**config.mk**
```make
export PLATFORM = sky130hd
export DESIGN_NAME = dmem_port_arbiter
export DESIGN_NICKNAME = d
export VERILOG_FILES = /design/src/rtl/dmem_port_arbiter.sv
export SDC_FILE = /design/constraint.sdc
export NUM_CORES = 1
export LEC_CHECK = 0
export BUFFER_PORTS_ARGS = -buffer_cell sky130_fd_sc_hd__buf_2
export CORE_AREA = 2 2 123 125
export CTS_CLUSTER_SIZE = 25
export DETAILED_ROUTE_END_ITERATION = 16
export DIE_AREA = 0 0 125 127
export GPL_ROUTABILITY_DRIVEN = 0
export SLEW_MARGIN = 20
export SYNTH_ARGS = -nofsm -noshare
export SYNTH_HDL_FRONTEND = slang
export SYNTH_SLANG_ARGS = --single-unit
export TNS_END_PERCENT = 1
```
**constraint.sdc**
```tcl
create_clock -name clk -period 4.7 [get_ports clk]
set_clock_uncertainty 0.1 [all_clocks]
set_input_delay 0 -clock clk [delete_from_list [all_inputs] [get_ports clk]]
set_output_delay 0 -clock clk [all_outputs]
set_load 0.03 [all_outputs]
```
**src/rtl/dmem_port_arbiter.sv**
```systemverilog
// Round-robin arbiter sharing one data-memory port between the LSU (port 0) and a debug/DMA
// master (port 1). Define DMEM_ARB_TIMEOUT_EN to add a watchdog that aborts stuck BUSY cycles.
module dmem_port_arbiter #(
    parameter int XLEN    = 32,
    parameter int TIMEOUT = 15
) (
    input  logic              clk,
    input  logic              rst,
    input  logic              req0_i,
    input  logic [XLEN-1:0]   adr0_i,
    input  logic              we0_i,
    input  logic [XLEN/8-1:0] be0_i,
    input  logic [XLEN-1:0]   d0_i,
    output logic              ack0_o,
    output logic              err0_o,
    output logic [XLEN-1:0]   q0_o,
    input  logic              req1_i,
    input  logic [XLEN-1:0]   adr1_i,
    input  logic              we1_i,
    input  logic [XLEN/8-1:0] be1_i,
    input  logic [XLEN-1:0]   d1_i,
    output logic              ack1_o,
    output logic              err1_o,
    output logic [XLEN-1:0]   q1_o,
    output logic              mem_req_o,
    output logic [XLEN-1:0]   mem_adr_o,
    output logic              mem_we_o,
    output logic [XLEN/8-1:0] mem_be_o,
    output logic [XLEN-1:0]   mem_d_o,
    input  logic              mem_ack_i,
    input  logic              mem_err_i,
    input  logic [XLEN-1:0]   mem_q_i,
    output logic [1:0]        grant_o
);
    typedef enum logic {IDLE = 1'b0, BUSY = 1'b1} state_e;

    state_e            state_q, state_d;
    logic              ptr_q, ptr_d;
    logic [1:0]        grant_q, grant_d;
    logic [XLEN-1:0]   adr_q, adr_d;
    logic              we_q, we_d;
    logic [XLEN/8-1:0] be_q, be_d;
    logic [XLEN-1:0]   d_q, d_d;
    logic              any_req, pick1, resp, timeout_hit, done;

    assign any_req = req0_i | req1_i;
    // Port 1 wins when it is the only requester or when the pointer favours it.
    assign pick1   = req1_i & (~req0_i | ptr_q);
    assign resp    = (state_q == BUSY) & (mem_ack_i | mem_err_i);
    assign done    = resp | timeout_hit;

`ifdef DMEM_ARB_TIMEOUT_EN
    logic [7:0] cnt_q, cnt_d;

    assign cnt_d       = (state_q == BUSY) ? cnt_q + 8'd1 : 8'd0;
    assign timeout_hit = (state_q == BUSY) & ~mem_ack_i & ~mem_err_i & (cnt_q == 8'(TIMEOUT - 1));

    always_ff @(posedge clk or posedge rst) begin
        if (rst) cnt_q <= 8'd0;
        else     cnt_q <= cnt_d;
    end
`else
    assign timeout_hit = 1'b0;
`endif

    // NOTE: registers use non-blocking assignments so every flop samples pre-edge values.
    always_ff @(posedge clk or posedge rst) begin
        if (rst) begin
            state_q <= IDLE;
            ptr_q   <= 1'b0;
            grant_q <= 2'b00;
            adr_q   <= '0;
            we_q    <= 1'b0;
            be_q    <= '0;
            d_q     <= '0;
        end else begin
            state_q <= state_d;
            ptr_q   <= ptr_d;
            grant_q <= grant_d;
            adr_q   <= adr_d;
            we_q    <= we_d;
            be_q    <= be_d;
            d_q     <= d_d;
        end
    end

    // NOTE: every signal written here gets a hold default first, so no path can infer a latch.
    always_comb begin
        state_d = state_q;
        ptr_d   = ptr_q;
        grant_d = grant_q;
        adr_d   = adr_q;
        we_d    = we_q;
        be_d    = be_q;
        d_d     = d_q;
        case (state_q)
            IDLE: begin
                if (any_req) begin
                    state_d = BUSY;
                    grant_d = pick1 ? 2'b10 : 2'b01;
                    adr_d   = pick1 ? adr1_i : adr0_i;
                    we_d    = pick1 ? we1_i  : we0_i;
                    be_d    = pick1 ? be1_i  : be0_i;
                    d_d     = pick1 ? d1_i   : d0_i;
                end
            end
            BUSY: begin
                if (done) begin
                    state_d = IDLE;
                    grant_d = 2'b00;
                    ptr_d   = grant_q[0];
                end
            end
            default: state_d = IDLE;
        endcase
    end

    always_comb begin
        mem_req_o = (state_q == BUSY) & ~timeout_hit;
        ack0_o    = 1'b0;
        err0_o    = 1'b0;
        q0_o      = '0;
        ack1_o    = 1'b0;
        err1_o    = 1'b0;
        q1_o      = '0;
        if (state_q == BUSY) begin
            // An error response suppresses a simultaneous ack.
            ack0_o = grant_q[0] & mem_ack_i & ~mem_err_i;
            err0_o = grant_q[0] & (mem_err_i | timeout_hit);
            q0_o   = (grant_q[0] & resp) ? mem_q_i : '0;
            ack1_o = grant_q[1] & mem_ack_i & ~mem_err_i;
            err1_o = grant_q[1] & (mem_err_i | timeout_hit);
            q1_o   = (grant_q[1] & resp) ? mem_q_i : '0;
        end
    end

    assign grant_o   = grant_q;
    assign mem_adr_o = adr_q;
    assign mem_we_o  = we_q;
    assign mem_be_o  = be_q;
    assign mem_d_o   = d_q;
endmodule

```
# After elaboration in Yosys (flattened, before gate mapping)
# Index checks and enable logic that the tools add are counted.
# op_classes
eq_ne,2
n_mux,19
bitwise,16
n_reduce_logical,3
# op_table
cell,n
32-bit two-way mux,6
1-bit bitwise AND,10
1-bit two-way mux,7
2-bit two-way mux,3
2-bit AND reduction,3
4-bit two-way mux,1
2-bit one-hot mux with 2 select lines,1
1-bit inverter,3
1-bit bitwise OR,3
"2-bit by 1-bit != test with 1-bit output, second input constant",1
"2-bit != test, second input constant",1
1-bit one-hot mux with 2 select lines,1
# word_totals
ff_bits,73

# Depth between registers and ports, before layout
# depth
depth_word,6
ltp_mapped,6

# Worst setup path before layout
# Ideal clock, no wire load.
# synth_path
kind,register to register
from,"reg state_q, in the netlist mem_req_o"
to,"reg adr_q[0], in the netlist mem_adr_o[0]"
setup_ps,126
arrival_time_ps,1445
required_time_ps,4474
path_slack_ps,3029
stages_incl_launch_ff,7
n_path_buf,3
cell_sequence,dfrtp_1 buf_4 inv_1 o211a_1 buf_6 buf_8 a221o_1
# synth_between
elab_chain_len,2
# synth_lines
element,line_no,rtl
"start, declared",37,"state_e state_q, state_d;"
"start signal, assigned",77,state_q <= state_d;
1-bit inverter (no source line),-,
2-bit AND reduction (no source line),-,
"end signal, assigned",80,adr_q <= adr_d;
"end, declared",40,"logic [XLEN-1:0] adr_q, adr_d;"
# No other way between the ends.
# A chain may end at the register's enable or synchronous reset.

# Worst setup path after layout
# layout_path
from,"reg state_q, in the netlist mem_req_o"
to,"reg d_q[21], in the netlist mem_d_o[21]"
# layout_between
elab_chain_len,2
# layout_lines
element,line_no,rtl
1-bit inverter (no source line),-,
2-bit AND reduction (no source line),-,
"end signal, assigned",75,d_q <= '0;
"end signal, assigned",83,d_q <= d_d;
"end, declared",43,"logic [XLEN-1:0] d_q, d_d;"
# No other way between the ends.

==> insert_results.sql <==
INSERT INTO impl_metrics (metric_group, metric, value, unit) VALUES
('yosys', 'post_synth_main_area_contributors', 'sky130_fd_sc_hd__dfrtp_1 49%, sky130_fd_sc_hd__and2_1 22%, sky130_fd_sc_hd__a221o_1 18%', ''),
('die', 'placement_rows', '44', ''),
('timing', 'hold_violations', '0', ''),
('yosys', 'ys.flop_type', 'sky130_fd_sc_hd__dfrtp_1', ''),
('placement', 'portBuffers', '315', ''),
('route', 'route.detailed.drc', '0', ''),
('critical_path', 'worstPathArrival', '2.93', 'ns'),
('critical_path', 'critPathRequiredTime', '4.86', 'ns'),
('global_routing', 'overflow', '0', ''),
('timing', 'fmax', '360.9', 'MHz'),
('clocking', 'htree_num_levels', '3', ''),
('yosys', 'synth.net_count', '502', ''),
('final_layout', 'syn2layout_area_growth', '89.06', '%'),
('power', 'ir_drop', '0.1736', 'mV'),
('yosys', 'synth_simple_gate_area_share', '23.65', '%'),
('die', 'area_enclosed_by_the_die_boundary', '0.01588', 'mm^2'),
('timing', 'timing.slew.headroom', '38.02', '%'),
('timing', 'rsz0062_at_grt', 'no', ''),
('route', 'postRouteAntennaNets', '0', ''),
('die', 'ioPinCount', '316', ''),
('critical_path', 'crit_path_top_delay_cell', 'sky130_fd_sc_hd__o211a_2', ''),
('yosys', 'postSynthAreaPerCell', '11.47', 'um^2'),
('job', 'max-cap-violations', '0', ''),
('global_routing', 'number_of_global_route_vias_before_repair', '4784', ''),
('route', 'wl_per_cell', '15.58', 'um'),
('route', 'detail_route.iter0.violations', '151', ''),
('die', 'dieWidth', '125', 'um'),
('yosys', 'dominant_combinational_cell_family_by_area_after_synthesis', 'simple AND/OR/NAND/NOR gates', ''),
('critical_path', 'timing.critical_path.buf_inv', '3', ''),
('critical_path', 'cpLargestDelayFamily', 'buffers and inverters', ''),
('clocking', 'cts_tree', 'done', ''),
('die', 'start_util', '25.93', '%'),
('die', 'core', '0.01442', 'mm^2'),
('yosys', 'synth_compound_gate_area_share', '20.58', '%'),
('final_layout', 'final_stage_net_count', '947', ''),
('min_path', 'destination_of_the_worst_hold_path', 'ptr_q', ''),
('status', 'outcome', 'complete, no violations', ''),
('final_layout', 'drive_above_1_share', '44.39', '%'),
('placement', 'dp.final_hpwl', '10190', 'um'),
('yosys', 'synth.cells.most_frequent', '133 x sky130_fd_sc_hd__and2_1, 73 x sky130_fd_sc_hd__dfrtp_1, 69 x sky130_fd_sc_hd__a221o_1, 13 x sky130_fd_sc_hd__clkbuf_1', ''),
('global_routing', 'globalRouteTotalUtil', '18.14', '%'),
('yosys', 'ys_seq_area_share', '48.85', '%'),
('timing', 'finalCritPeriodShare', '58.96', '%'),
('yosys', 'synth.top_cell.area_share', '48.85', '%'),
('yosys', 'synth-adder-area-share', '0', '%'),
('timing', 'period_minus_slack', '2.771', 'ns'),
('final_layout', 'fillerInstances', '1290', ''),
('critical_path', 'nature_of_the_critical_path_startpoint', 'register', ''),
('timing', 'max_slew.worst_pin.slew', '0.9298', 'ns'),
('yosys', 'postSynth.asyncResetShare', '100.0', '%'),
('critical_path', 'crit-reg2reg-launch', 'mem_req_o', ''),
('route', 'via_count', '4440', ''),
('critical_path', 'crit_path_max_incr_delay', '0.68', 'ns'),
('clocking', 'clkSlewWorstSetupHoldPaths', '0.06', 'ns'),
('clocking', 'clk_latency', '0.32', 'ns'),
('min_path', 'worst_hold_startpoint', 'mem_err_i', ''),
('placement', 'placed_cells_incl_taps', '803', ''),
('global_routing', 'grt_pass1_wl', '23260', 'um'),
('critical_path', 'worstSetupPathType', 'reg -> reg', ''),
('yosys', 'synth_enable_flop_cells', '0', ''),
('clocking', 'clk_buf_depth', '2', ''),
('yosys', 'synth_top_cell_by_area', 'sky130_fd_sc_hd__dfrtp_1', ''),
('critical_path', 'r2r-end', 'mem_d_o[21]', ''),
('final_layout', 'multi_input_logic_area', '0.001654', 'mm^2'),
('global_routing', 'grt_antenna_before_repair', '1', ''),
('global_routing', 'grt_max_degree', '74', ''),
('yosys', 'yosysWarningCount', '0', ''),
('die', 'fp.dieH', '127', 'um'),
('route', 'first_pass_iters', '4', ''),
('min_path', 'min_path_type', 'in -> reg', ''),
('route', 'drt-vias-per-instance', '4.625', '');
[tightest hold or removal path, delay by kind of cell]
family	cells	cell delay [ns]
AO/OA/AOI/OAI	2	0.35
buffers and inverters	1	0.11
[where the power goes]
| part | internal (W) | leakage, nW | total, W | switching (W) |
|---|---|---|---|---|
| Combinational | 0.000756 | 2.72 | 0.00169 | 0.000933 |
| Clock | 0.000438 | 0.148 | 0.000696 | 0.000258 |
| Sequential | 0.000833 | 0.900 | 0.000947 | 0.000114 |
[metrics by stage]
stage | power [W] | util [%] | instance area, um^2 | worst slack, ns | hold slack [ns]
finish | 0.003332 | 49.02 | 7071 | 1.929 | 0.08545
global route | 0.003518 | 49.02 | 7071 | 1.747 | 0.1070
CTS | 0.003340 | 49.00 | 7068 | 1.918 | 0.05602
detailed placement | 0.002304 | 37.11 | 5353 | 2.470 | 0.1337
global placement | 0.002289 | 37.11 | 5353 | 2.546 | 0.1301
floorplan | 0.001892 | - | 3740 | 2.747 | 0.04494
[flip-flops by register name, summed over array words and instances (netlist names)]
register	flops
mem_we_o	1
mem_be_o	4
grant_o	2
mem_req_o	1
mem_d_o	32
mem_adr_o	32
ptr_q	1
[kinds of logic (layout without fill, tap and decap cells)]
kind of cell	after synthesis	after routing
and+or+nand+nor	145	145
AOI/OAI and AO/OA	76	76
DFF	73	73
buffers and inverters	32	481
other	0	1
[cells in the final DEF, fill, tap and decap left out, drive strengths merged]
master	synthesis	routed
clkbuf	13	11
buf	16	322
a221o	69	69
o21ai	1	1
inv	3	3
diode	0	1
a21o	1	1
bufinv	0	1
o21bai	1	1
nand2b	1	1
nor2	5	5
nand2	4	4
a31o	2	2
clkinv	0	2
clkinvlp	0	1
o211a	1	1
and3	2	2
dlygate4sd3	0	141
dfrtp	73	73
and2	133	133
a211oi	1	1
[cell type report]
class	instances	share of cell area (%)
repair buffers	463	43.00
flip-flops and latches	73	25.84
multi-input cells	221	23.39
clock buffers	11	3.575
well taps	184	3.256
clock inverters	4	0.7255
inverters	3	0.1770
diodes	1	0.03539
[what timing repair did]
action | in CTS | in global routing
buffers inserted | 0 | 0
endpoints found under the setup margin | 0 | 0
hold buffers | 141 | 0
endpoints found under the hold margin | 143 | 0
resized for setup | 0 | 0
[routing by layer]
| layer | GRT usage (%) | part of all wire (%) | vias up |
|---|---|---|---|
| li1 | - | - | 2070 |
| met1 | 19.73 | 38 | 2110 |
| met2 | 34.69 | 53 | 233 |
| met3 | 3.643 | 6.8 | 27 |
| met4 | 6.863 | 2.6 | 0 |
| met5 | 0 | 0 | - |
[worst max-delay path by stage]
stage	startpoint	endpoint	depth (start not counted)
floorplan	rst	grant_o[0]	1
global placement	mem_req_o	mem_d_o[7]	4
detailed placement	mem_req_o	mem_d_o[8]	4
CTS	mem_req_o	mem_d_o[22]	5
global route	mem_req_o	mem_d_o[22]	5
finish	mem_req_o	mem_d_o[21]	5
Note: power is estimated with default switching activity, not from simulation.
